### config.mk
export PLATFORM = sky130hd
export DESIGN_NAME = uart_regbank
export DESIGN_NICKNAME = d
export VERILOG_FILES = /design/src/rtl/uart_regbank.sv
export SDC_FILE = /design/constraint.sdc
export NUM_CORES = 1
export LEC_CHECK = 0
export ABC_AREA = 1
export CAP_MARGIN = 20
export CORE_AREA = 2 2 102 104
export DETAILED_ROUTE_END_ITERATION = 10
export DIE_AREA = 0 0 104 106
export PLACE_DENSITY = 0.5
export SLEW_MARGIN = 15
export SYNTH_ARGS = -nofsm -noshare
export SYNTH_HDL_FRONTEND = slang
export SYNTH_SLANG_ARGS = --single-unit
### constraint.sdc
create_clock -name clk -period 5.1 [get_ports clk]
set_clock_uncertainty 0.1 [all_clocks]
set_input_delay 0.51 -clock clk [delete_from_list [all_inputs] [get_ports clk]]
set_output_delay 0.51 -clock clk [all_outputs]
set_load 0.01 [all_outputs]
### src/rtl/uart_regbank.sv
// UART host-register bank: status/intmask/data/baud registers behind a 2-bit address decode,
// with a DEPTH-entry transmit FIFO drained by the transmitter over a valid/ready handshake.
module uart_regbank #(
    parameter int unsigned       DATA_W     = 8,
    parameter int unsigned       DEPTH      = 4,
    parameter logic [DATA_W-1:0] BAUD_RESET = DATA_W'(1)
) (
    input  logic              clk,
    input  logic              reset,
    input  logic [DATA_W-1:0] in,
    input  logic [1:0]        addr,
    input  logic              CS,
    input  logic              WE,
    output logic [DATA_W-1:0] rdata,
    output logic              rvalid,
    output logic [DATA_W-1:0] intmask,
    output logic [DATA_W-1:0] baudratedivisor,
    output logic              irq,
    output logic [DATA_W-1:0] tx_data,
    output logic              tx_valid,
    input  logic              tx_ready,
    input  logic              rx_event
);

    localparam int unsigned AW       = $clog2(DEPTH);
    localparam logic [AW:0] CNT_FULL = (AW + 1)'(DEPTH);

    logic [DATA_W-1:0] mem [DEPTH];
    logic [AW-1:0]     wptr_q, rptr_q;
    logic [AW:0]       count_q;
    logic              overflow_q, rx_flag_q;
    logic [DATA_W-1:0] rdata_q, intmask_q, baud_q;
    logic              rvalid_q;

    logic              wr, rd, push_req, push, pop, full, empty, ovf_set;
    logic              clr_ovf, clr_rx;
    logic [DATA_W-1:0] status, rsel;

    always_comb begin
        wr       = CS & WE;
        rd       = CS & ~WE;
        full     = (count_q == CNT_FULL);
        empty    = (count_q == '0);
        pop      = ~empty & tx_ready;
        push_req = wr & (addr == 2'b10);
        // A push into a full FIFO still lands when the head leaves in the same cycle.
        push     = push_req & (~full | pop);
        ovf_set  = push_req & full & ~pop;
        clr_ovf  = wr & (addr == 2'b00) & in[2];
        clr_rx   = wr & (addr == 2'b00) & in[3];
    end

    always_comb begin
        status    = '0;
        status[0] = empty;
        status[1] = full;
        status[2] = overflow_q;
        status[3] = rx_flag_q;
    end

    always_comb begin
        rsel = '0;
        unique case (addr)
            2'b00: rsel = status;
            2'b01: rsel = intmask_q;
            2'b10: rsel = DATA_W'(count_q);
            2'b11: rsel = baud_q;
        endcase
    end

    // FIFO storage needs no reset; contents are only observed while count is non-zero.
    always_ff @(posedge clk) begin
        if (push) begin
            mem[wptr_q] <= in;
        end
    end

    always_ff @(posedge clk) begin
        if (reset) begin
            wptr_q     <= '0;
            rptr_q     <= '0;
            count_q    <= '0;
            overflow_q <= 1'b0;
            rx_flag_q  <= 1'b0;
            rdata_q    <= '0;
            rvalid_q   <= 1'b0;
            intmask_q  <= '0;
            baud_q     <= BAUD_RESET;
        end else begin
            if (push) begin
                wptr_q <= wptr_q + AW'(1);
            end
            if (pop) begin
                rptr_q <= rptr_q + AW'(1);
            end
            case ({push, pop})
                2'b10:   count_q <= count_q + (AW + 1)'(1);
                2'b01:   count_q <= count_q - (AW + 1)'(1);
                default: count_q <= count_q;
            endcase
            // Set has priority over a simultaneous write-1-to-clear.
            overflow_q <= ovf_set | (overflow_q & ~clr_ovf);
            rx_flag_q  <= rx_event | (rx_flag_q & ~clr_rx);
            if (wr && addr == 2'b01) begin
                intmask_q <= in;
            end
            if (wr && addr == 2'b11) begin
                baud_q <= in;
            end
            rvalid_q <= rd;
            if (rd) begin
                rdata_q <= rsel;
            end
        end
    end

    assign rdata           = rdata_q;
    assign rvalid          = rvalid_q;
    assign intmask         = intmask_q;
    assign baudratedivisor = baud_q;
    assign irq             = |(status[3:0] & intmask_q[3:0]);
    assign tx_data         = mem[rptr_q];
    assign tx_valid        = ~empty;

endmodule
**Yosys cells after proc, flatten, opt, wreduce, memory -nomap -nowiden**

Memory sizes are Yosys's and may differ from the RTL's. A register that Yosys moved wholly into a read port is not among the register bits.
Index checks and enable logic that the tools add are counted.

- Logic and storage cells: 54
- Memories: 1
- Flip-flop bits (word level): 34
- Output and inout bits: 35
- Input port bits: 16
- Bits in writable memories: 32
- ROM bits: 0
- Bits in latches: 0

Memory list:

| name | words | bits a word | read ports | clocked after memory_dff | wr ports | line | source |
|---|---|---|---|---|---|---|---|
| mem | 4 | 8 | 1 | 1 | 1 | 28 | `logic [DATA_W-1:0] mem [DEPTH];` |

- Reductions and logical operators: 6
- Add/subtract/negate cells: 4
- Equality and inequality tests: 6
- Bitwise logic cells: 22
- Div/mod/pow operators: 0
- Order comparisons: 0
- Shift operators: 0
- Muxes and demuxes: 6
- Multiply operators: 0

Operators with widths:

| operator | count |
|---|---|
| $pmux W8 S4 | 1 |
| $and A1 B1 Y1 | 12 |
| $eq A2 B2 Y1 const B | 3 |
| $not A1 Y1 | 6 |
| $pmux W3 S2 | 1 |
| $add A2 B1 Y2 const B | 2 |
| $and A4 B4 Y4 | 1 |
| $eq A2 B1 Y1 const B | 2 |
| $mux W2 | 2 |
| $reduce_or A4 Y1 | 1 |
| $add A3 B1 Y3 const B | 1 |
| $eq A3 B3 Y1 const B | 1 |
| $logic_not A3 Y1 | 1 |
| $or A1 B1 Y1 | 3 |
| $sub A3 B1 Y3 const B | 1 |
| $logic_and A1 B1 Y1 | 2 |
| $logic_not A2 Y1 | 1 |
| $mux W1 | 2 |
| $reduce_bool A2 Y1 | 1 |

**Longest topological paths before layout**

Gate-level depths: netlist of run 1.

- Word-level depth: 7
- Depth in mapped cells: 11
- Mapped depth without buffers: 11

**Worst setup path before layout of run 1**

Ideal clock, no wire load.

- Path type: input-to-reg
- From: input port WE
- To: register count_q[2]
- Setup time: 0.115 ns
- Path buffers: 0
- Stages on the path: 9
- Arrival time: 1.594 ns
- Setup slack: 3.291 ns
- Cell sequence: nand2_4 inv_1 nand2_1 nand2_4 fa_1 inv_1 nand4_4 a21oi_1 nor2_1

- Cells in the longest elaborated chain, start to end: 5

Ends and longest elaborated chain:

| what | line | source |
|---|---|---|
| start: declaration | 13 | `input logic WE,` |
| $and A1 B1 Y1 * | 40 | `wr = CS & WE;` |
| $and A1 B1 Y1 * | 45 | `push_req = wr & (addr == 2'b10);` |
| $and A1 B1 Y1 * | 47 | `push = push_req & (~full \| pop);` |
| $eq A2 B1 Y1 / $eq A2 B2 Y1 (equally long branches) | 96 | `case ({push, pop})` |
| $pmux W3 S2 / $reduce_bool A2 Y1 (equally long branches) | n/a |  |
| end signal: assignment | 97 | `2'b10: count_q <= count_q + (AW + 1)'(1);` |
| end signal: assignment | 98 | `2'b01: count_q <= count_q - (AW + 1)'(1);` |
| end signal: assignment | 99 | `default: count_q <= count_q;` |
| end: declaration | 30 | `logic [AW:0] count_q;` |

Mark *: on every way between the ends. The rest lies on a longest branch, timed or not.
A chain may end at the register's enable or synchronous reset.

==> run summary, run 1 <==
Worst Path Arrival -> 2.25 ns
ys async rst share -> 0
Critical Path Slowest Stage Cell -> dfxtp_1
pwr dens -> 398 mW/mm2
num rows -> 37
slowest stage delay, CP -> 0.61 ns
Post-synth top cells -> 51 x nor2_1, 36 x dfxtp_1, 36 x o21ai_0, 33 x nand2_1, 32 x edfxtp_1
# DRC -> 0
Min Hold Slack -> 0.391 ns
die height -> 106 um
Primary FF master, synth -> dfxtp_1
clk sinks -> 68
syn avg cell area -> 9.73 um2
clock root cell -> clkbuf_8
min-delay worst type -> reg -> reg
final hold vios -> 0
Area Overhead vs Synth -> 28.3%
Post-synth EDFFs -> 32
routed wire length -> 7400 um
post-cts resize count -> 0
Final ANT Viol Nets -> 0
Final Max Tran Viols -> 0
Slew HR -> 0.465
CTS tree -> built
I/O Pins -> 51
cell count after synthesis -> 299
Routed WL per cell -> 15.0 um
post-synthesis sequential area ratio -> 0.578
via count -> 2221
FILL cells -> 1042
dpl cell area -> 0.00353 mm2
initial DRC count -> 104
most frequent cell after synthesis -> nor2_1
core area -> 0.0100 mm2
clock-pin slew on the worst setup and hold paths -> 0.07 ns
final instance area -> 0.00373 mm2
postcts setup bufs -> 0
post-detail-place hpwl -> 5340 um
crit path cell chain -> inv_1, o21ai_0, o22ai_1, clkdlybuf4s50_1
vias in the first global route -> 2193
nets -> 373
top cells by area, synth -> edfxtp_1 33%, dfxtp_1 25%, nor2_1 6.6%
status -> completed
Tcrit/Tclk final -> 0.561
Setup CP Type -> reg -> out
GPL Wtd Cong -> 0.775
Critical Path Sink Type -> output pin
maximum number of pins on one net before global-route repair -> 28
Crit Path Max Fanout -> 17
Critical Path RT -> 4.49 ns
DR vias/cell -> 4.51
Tot GR Track Use -> 0.140
Placed Instances -> 477
LEAKAGE -> 0.00138 uW
CTS hold repair buffers -> 0
post-synth top area share -> 0.330
Die ar. -> 0.0110 mm2
CTS Buf Count -> 9
first-pass GRT wire length -> 11700 um
post-layout min period -> 2.86 ns
startpoint types -> flip-flop
peak supply drop -> 0.000144 V
synth unique cells -> 31
mapped cell area -> 0.00291 mm2
RSZ-0062 raised after global routing -> no
clk buf depth -> 2
port buffer count -> 50
Least-Margin Pin Slew -> 0.801 ns
fin cells -> 493
area leader, netlist -> edfxtp_1
fin util -> 0.373
diodes inserted -> 0
Die Width -> 104 um
worst-skew pair later-pin latency -> 0.34 ns
Remaining Overflow, GRT -> 0
Syn Nets -> 320
share of cells above drive strength 1 -> 0.118
max_cap viols -> 0
final setup fails -> 0
Synth Register Bits -> 68
H-tree Lvls -> 3
Fmax achieved -> 0.349 GHz
DRT Pass-1 Iters -> 4
Initial Utilization -> 0.291
Yosys warnings -> 0
Final TNS setup -> 0 ns
initial antenna violation count -> 0
[power by group]
group | leakage (uW) | switching (uW) | internal (uW) | total, uW
logic | 0.000700 | 218 | 157 | 374
clock network | 0.000101 | 199 | 273 | 473
registers | 0.000582 | 35.6 | 602 | 637
total | 0.00138 | 453 | 1030 | 1480
[flip-flops by register name, indices dropped and copies added (netlist names), named ones only]
name / cells
rptr_q: 2
baudratedivisor: 8
count_q: 3
intmask: 8
rdata: 8
wptr_q: 2
rvalid: 1
overflow_q: 1
mem: 32
rx_flag_q: 1
[critical path, delay by kind of cell (launching register included)]
kind                   cells  cell delay (ns)
AOI/OAI and AO/OA          2             0.47
DFF                        1             0.61
buffers and inverters      2             0.83
[final cells by class]
cell class / count / area [um2] / share of cell area
multi-input cells: 191 / 1050 / 0.282
well taps: 136 / 170 / 0.0456
flip-flops and latches: 68 / 1680 / 0.450
clock inverters: 5 / 76.3 / 0.0204
clock buffers: 11 / 131 / 0.0352
repair buffers: 50 / 500 / 0.134
inverters: 32 / 120 / 0.0322
[stage by stage]
stage               worst slack, ns  power [uW]
finish                         2.24        1480
global route                   2.06        1560
CTS                            2.24        1500
detailed placement             2.53        1020
global placement               2.57        1020
floorplan                      3.29         868
[layer usage]
layer	global-route usage	vias up	part of all wire
met5	0	-	0
met4	0.0579	0	0.019
met3	0.0417	16	0.053
met2	0.227	69	0.47
met1	0.175	1027	0.46
li1	-	1109	-
[placed cells by master (no fill, tap or decap)]
cell and count:
a31oi_1 4, a21oi_2 3, a21oi_1 13, nand2_2 4
xor2_1 1, clkinvlp_4 1, a31o_2 1, inv_1 28
clkbuf_1 2, nand4_1 2, edfxtp_1 32, nand2_1 33
a41oi_2 1, nor2_2 4, clkdlybuf4s50_1 50, dfxtp_1 36
ha_1 4, bufinv_16 2, nand3_1 6, o21ai_2 2
nand3_4 1, nand4_4 1, nand2_4 4, clkinv_1 1
nor2_1 51, o21ai_0 36, clkinv_2 1, o21ai_1 7
inv_2 4, clkbuf_8 9, o22ai_1 8, o21ai_4 1
nor2_4 2, fa_1 1, nor2_8 1
[cells by family (layout without fill, tap and decap cells)]
logic type,after synthesis,after routing,synth area share
buffers and inverters,40,98,0.0598
flip-flops,68,68,0.578
adder cells (fa/ha/maj),5,5,0.0241
XOR/XNOR,1,1,0.00301
AO/OA/AOI/OAI,76,76,0.151
AND/OR/NAND/NOR,109,109,0.184
[path summary, 6_finish.rpt]
kind / from / cells after the start / slack (ns) / end
setup / recovery: flip-flop / 4 / 2.24 / tx_data[0]
hold / removal: rptr_q[0] / 1 / 0.39 / rptr_q[0]
setup reg to reg: count_q[2] / 10 / 3.23 / count_q[2]
hold reg to reg: rptr_q[0] / 1 / 0.39 / rptr_q[0]
Note: power is estimated with default switching activity, not from simulation.
==> inputs of run 2 (changes only) <==
==> constraint.sdc (replaced) <==
create_clock -name clk -period 2.9 [get_ports clk]
set_clock_uncertainty 0.1 [all_clocks]
set_input_delay 0.29 -clock clk [delete_from_list [all_inputs] [get_ports clk]]
set_output_delay 0.29 -clock clk [all_outputs]
set_load 0.01 [all_outputs]
==> run 2 against run 1 <==
Effect of this change:
- worst hold slack gained 0.011 ns
- count of clock-buffer cells in the layout down 2
- via count increased by 0.95%
- combinational power grew 84%
- global-route usage decreased by 0.23 points
- cell count up 1.0%
- final area rose by 0.13%
- flip-flop and latch count stayed put
- routed wire length decreased by 0.28%
- critical endpoint is now tx_data[2]
- largest power group unchanged
==> run summary, run 2 (synthesis gave the netlist of run 1 again) <==
num rows -> 37 (unchanged)
final worst setup slack -> 0.527 ns (-1.71 ns)
RSZ-0062 raised after global routing -> no
Die Width -> 104 um (unchanged)
vias in the first global route -> 2224 (+1.4%)
FILL cells -> 1045 (+0.29%)
pwr dens -> 665 mW/mm2 (+67%)
CTS hold repair buffers -> 0 (unchanged)
postcts setup bufs -> 0 (unchanged)
Routed WL per cell -> 14.8 um (-1.3%)
Final ANT Viol Nets -> 0 (unchanged)
post-detail-place hpwl -> 5420 um (+1.4%)
Least-Margin Pin Slew -> 0.721 ns (-0.0798 ns)
most common cell after layout, fill and taps aside -> nor2_1
min-delay worst type -> reg -> reg
Die ar. -> 0.0110 mm2 (unchanged)
LEAKAGE -> 0.00139 uW (+0.78%)
max_cap viols -> 0 (unchanged)
die height -> 106 um (unchanged)
total power -> 2490 uW (+68%)
via count -> 2242 (+0.95%)
Sequential Power Share -> 0.444 (+0.015)
routed wire length -> 7380 um (-0.28%)
Int Power -> 1660 uW (+61%)
Crit Path Max Fanout -> 16 (-1)
switch share -> 0.334 (+0.0294)
max FFs per register -> 32 (unchanged)
DRT Pass-1 Iters -> 4 (unchanged)
diodes inserted -> 0 (unchanged)
fin util -> 0.374 (+0.000501)
DR WL met3 -> 298 um (-25%)
post-layout min period -> 2.37 ns
DR vias/cell -> 4.50 (about the same)
DP Worst Slack -> 0.536 ns (-1.99 ns)
clk buf depth -> 2 (unchanged)
clock power share -> 0.280 (-0.038)
port buffer count -> 50 (unchanged)
Tot GR Track Use -> 0.138 (-0.00226)
Final TNS setup -> 0 ns (unchanged)
GPL Wtd Cong -> 0.776 (+0.13%)
CTS Buf Count -> 9 (unchanged)
final setup fails -> 0 (unchanged)
I/O Pins -> 51 (unchanged)
final hold vios -> 0 (unchanged)
Psw -> 832 uW (+84%)
highest metal used -> met4
Comb pwr share -> 0.276 (+0.024)
core area -> 0.0100 mm2 (unchanged)
worst-skew pair later-pin latency -> 0.35 ns (about the same)
maximum number of pins on one net before global-route repair -> 18 (-36%)
initial DRC count -> 74 (-29%)
Critical Path RT -> 2.51 ns (-1.98 ns)
share of cells above drive strength 1 -> 0.138 (+0.0205)
Initial Utilization -> 0.291 (unchanged)
CTS tree -> built
startpoint types -> flip-flop
first-pass GRT wire length -> 11600 um (-1.2%)
peak supply drop -> 0.000272 V (+89%)
clock-pin slew on the worst setup and hold paths -> 0.08 ns (about the same)
H-tree Lvls -> 3 (unchanged)
Fmax achieved -> 0.421 GHz
Biggest register -> mem
nets -> 378 (+1.3%)
# DRC -> 0 (unchanged)
final instance area -> 0.00374 mm2 (+0.13%)
Slew HR -> 0.517 (+0.0520)
post-cts resize count -> 0 (unchanged)
Post-Route M1 WL -> 3490 um (+2.5%)
Critical Path Sink Type -> output pin
Area Overhead vs Synth -> 28.5%
DR WL met2 -> 3420 um (-1.2%)
most frequent cells in the layout -> 51 x nor2_1, 50 x clkdlybuf4s50_1, 36 x o21ai_0, 36 x dfxtp_1, 33 x nand2_1
clk sinks -> 68 (unchanged)
Remaining Overflow, GRT -> 0 (unchanged)
Tcrit/Tclk final -> 0.818
Final Max Tran Viols -> 0 (unchanged)
status -> completed
Worst Path Arrival -> 1.98 ns (-0.27 ns)
initial antenna violation count -> 0 (unchanged)
dpl cell area -> 0.00356 mm2 (+1.1%)
Setup CP Type -> reg -> out
clock root cell -> clkbuf_8
run 2: worst max-delay path: stages (launching register included):
cell and delay (ns):
dfxtp_1 0.35, inv_1 0.34, o21ai_0 0.18, o22ai_1 0.19, clkdlybuf4s50_1 0.57
run 2: final cells by class:
type	instances	area [um2]	area share
Clock buffer	9	124	0.0331
Sequential cell	68	1680	0.450
Timing Repair Buffer	55	538	0.144
Tap cell	136	170	0.0455
Inverter	32	120	0.0321
Clock inverter	7	51.3	0.0137
Multi-Input combinational cell	191	1050	0.282
run 2: through the flow:
stage                     cells  hold WS (ns)
final                       498         0.402
after global routing        498         0.403
after CTS                   498         0.386
after detailed placement    482         0.384
after global placement      482         0.366
after floorplan             299         0.289
run 2: final timing paths:
| check | from | to | slack, ns | cells past startpoint |
|---|---|---|---|---|
| worst max-delay path | flip-flop | tx_data[2] | 0.53 | 4 |
| worst min register to register | baudratedivisor[4] | rdata[4] | 0.40 | 2 |
| worst min-delay path | baudratedivisor[4] | rdata[4] | 0.40 | 2 |
| worst max register to register | count_q[2] | count_q[2] | 1.04 | 10 |
run 2: layer usage:
metal / GRT usage / vias up
li1: - / 1120
met1: 0.172 / 1047
met2: 0.223 / 61
met3: 0.0429 / 14
met4: 0.0560 / 0
met5: 0 / -
run 2: power by group through the flow:
| stage | clock network [uW] | registers, uW | logic (uW) |
|---|---|---|---|
| 2_1_floorplan | 0 | 1120 | 402 |
| 3_5_place_dp | 0 | 1130 | 689 |
| 3_3_place_gp | 0 | 1130 | 689 |
| 4_1_cts | 714 | 1100 | 692 |
| 6_report | 696 | 1110 | 687 |
| 5_1_grt | 755 | 1110 | 753 |
==> inputs of run 3 (changes only) <==
--- a/config.mk
+++ b/config.mk
@@ -10,7 +10,7 @@
 export CORE_AREA = 2 2 102 104
 export DETAILED_ROUTE_END_ITERATION = 10
 export DIE_AREA = 0 0 104 106
-export PLACE_DENSITY = 0.5
+export PLACE_DENSITY = 0.51
 export SLEW_MARGIN = 15
 export SYNTH_ARGS = -nofsm -noshare
 export SYNTH_HDL_FRONTEND = slang
==> constraint.sdc (replaced) <==
create_clock -name clk -period 2.1 [get_ports clk]
set_clock_uncertainty 0.1 [all_clocks]
set_input_delay 0.21 -clock clk [delete_from_list [all_inputs] [get_ports clk]]
set_output_delay 0.21 -clock clk [all_outputs]
set_load 0.01 [all_outputs]
==> run 3 against run 2 <==
Effect of this change:
- critical path depth unchanged
- largest power group unchanged
- global-route usage fell by 0.79 points
- largest cell class unchanged
- total power rose by 50%
- count of clock-buffer cells in the layout stayed put
- worst hold slack got worse by 0.078 ns
- flip-flop and latch count did not move
- highest routed layer unchanged
==> run summary, run 3 (synthesis gave the netlist of run 1 again) <==
routed wire length -> 6910 um (-6.4%)
diodes inserted -> 0 (unchanged)
GPL Wtd Cong -> 0.803 (+3.5%)
most frequent cells in the layout -> 51 x nor2_1, 44 x clkdlybuf4s50_1, 35 x o21ai_0
die height -> 106 um (unchanged)
post-detail-place hpwl -> 5100 um (-5.8%)
RSZ-0062 raised after global routing -> no
Tcrit/Tclk final -> 0.958
Die Width -> 104 um (unchanged)
Worst Path Arrival -> 1.70 ns (-0.28 ns)
nets -> 394 (+4.2%)
pwr dens -> 946 mW/mm2 (+42%)
reg2reg start -> count_q[2]
max FFs per register -> 32 (unchanged)
via count -> 2254 (+0.54%)
Final ANT Viol Nets -> 0 (unchanged)
clock root cell -> clkbuf_8
hold_sp -> rx_event
Critical Path Sink Type -> output pin
port buffer count -> 50 (unchanged)
final instance area -> 0.00394 mm2 (+5.5%)
DR vias/cell -> 4.39 (-2.6%)
Slew HR -> 0.672 (+0.155)
Setup CP Type -> reg -> out
Tot GR Track Use -> 0.130 (-0.00789)
Crit Path Max Fanout -> 16 (unchanged)
maximum number of pins on one net before global-route repair -> 17 (-1)
max_cap viols -> 0 (unchanged)
DRT Pass-1 Iters -> 4 (unchanged)
final hold vios -> 0 (unchanged)
peak supply drop -> 0.000459 V (+69%)
post-layout min period -> 2.01 ns
FF-to-FF path depth -> 10 (unchanged)
Die ar. -> 0.0110 mm2 (unchanged)
vias in the first global route -> 2206 (-0.81%)
clk sinks -> 68 (unchanged)
dpl cell area -> 0.00366 mm2 (+2.7%)
Initial Utilization -> 0.291 (unchanged)
startpoint types -> flip-flop
H-tree Lvls -> 3 (unchanged)
clk buf depth -> 2 (unchanged)
Area Overhead vs Synth -> 35.5%
Critical Path RT -> 1.79 ns (-0.72 ns)
worst reg2reg path endpoint -> count_q[2]
Fmax achieved -> 0.497 GHz
I/O Pins -> 51 (unchanged)
Placed Instances -> 495 (+2.7%)
most common cell after layout, fill and taps aside -> nor2_1
share of cells above drive strength 1 -> 0.185 (+0.0471)
Routed WL per cell -> 13.4 um (-9.3%)
total power -> 3730 uW (+50%)
clock-pin slew on the worst setup and hold paths -> 0.08 ns (about the same)
# DRC -> 0 (unchanged)
setup slack, reg-to-reg -> 0.26 ns (-0.78 ns)
CTS Buf Count -> 9 (unchanged)
Remaining Overflow, GRT -> 0 (unchanged)
Biggest register -> mem
Final Max Tran Viols -> 0 (unchanged)
initial DRC count -> 63 (-15%)
fin cells -> 514 (+3.2%)
min-delay worst type -> in -> reg
hold path cells -> 3 (+1)
num rows -> 37 (unchanged)
Hold Path End -> rx_flag_q
Least-Margin Pin Slew -> 0.491 ns (-0.230 ns)
first-pass GRT wire length -> 11100 um (-4.3%)
Final TNS setup -> 0 ns (unchanged)
worst-skew pair later-pin latency -> 0.34 ns (about the same)
status -> completed
initial antenna violation count -> 0 (unchanged)
CTS tree -> built
final setup fails -> 0 (unchanged)
LEAKAGE -> 0.00156 uW (+12%)
core area -> 0.0100 mm2 (unchanged)
==> run 3: critical path, cell delays in order, from the launching register on <==
cell             delay [ns]
dfxtp_2                0.37
buf_6                  0.16
o21ai_0                0.10
o22ai_1                0.16
clkdlybuf4s50_1        0.57
==> run 3: where the power goes <==
part           total, uW  internal (uW)  switching [uW]  leakage, uW
clock network       1200            674             523     0.000102
logic                995            447             548     0.000871
registers           1540           1460            75.5     0.000583
total               3730           2580            1150      0.00156
==> run 3: routing by layer <==
layer	wire (um)	vias to the layer above	GRT usage	part of all wire
li1	-	1156	-	-
met1	3340	1054	0.166	0.48
met2	3220	35	0.212	0.47
met3	230	9	0.0276	0.033
met4	119	0	0.0579	0.017
met5	0	-	0	0
==> run 3: stage by stage <==
step / hold slack (ns) / worst slack, ns / utilization
6_report: 0.324 / 0.0882 / 0.394
5_1_grt: 0.351 / 0.000481 / 0.394
4_1_cts: 0.307 / 0.00736 / 0.393
3_5_place_dp: 0.386 / 0.0657 / 0.366
3_3_place_gp: 0.366 / 0.0985 / 0.366
2_1_floorplan: 0.209 / 0.366 / -
==> run 3: worst max path at each step <==
stage	from	slack [ns]	endpoint
2_1_floorplan	count_q[2]	0.37	count_q[2]
3_3_place_gp	WE	0.1	count_q[2]
4_1_cts	flip-flop	0.007	tx_data[4]
3_5_place_dp	WE	0.07	count_q[2]
6_report	flip-flop	0.09	tx_data[2]
5_1_grt	flip-flop	0.0005	tx_data[2]
==> run 3: timing repair <==
item	4_1_cts	5_1_grt
hold buffers	0	0
cloned	0	0
buffers inserted	3	0
resized for setup	6	8
endpoints found under the setup margin	9	9
==> run 3: area by class of cell <==
class | instances | area, um2
Multi-Input combinational cell | 191 | 1060
Inverter | 32 | 124
Clock inverter | 7 | 100
Timing Repair Buffer | 71 | 677
Clock buffer | 9 | 124
Fill cell | 1024 | 6060
Sequential cell | 68 | 1680
Tap cell | 136 | 170
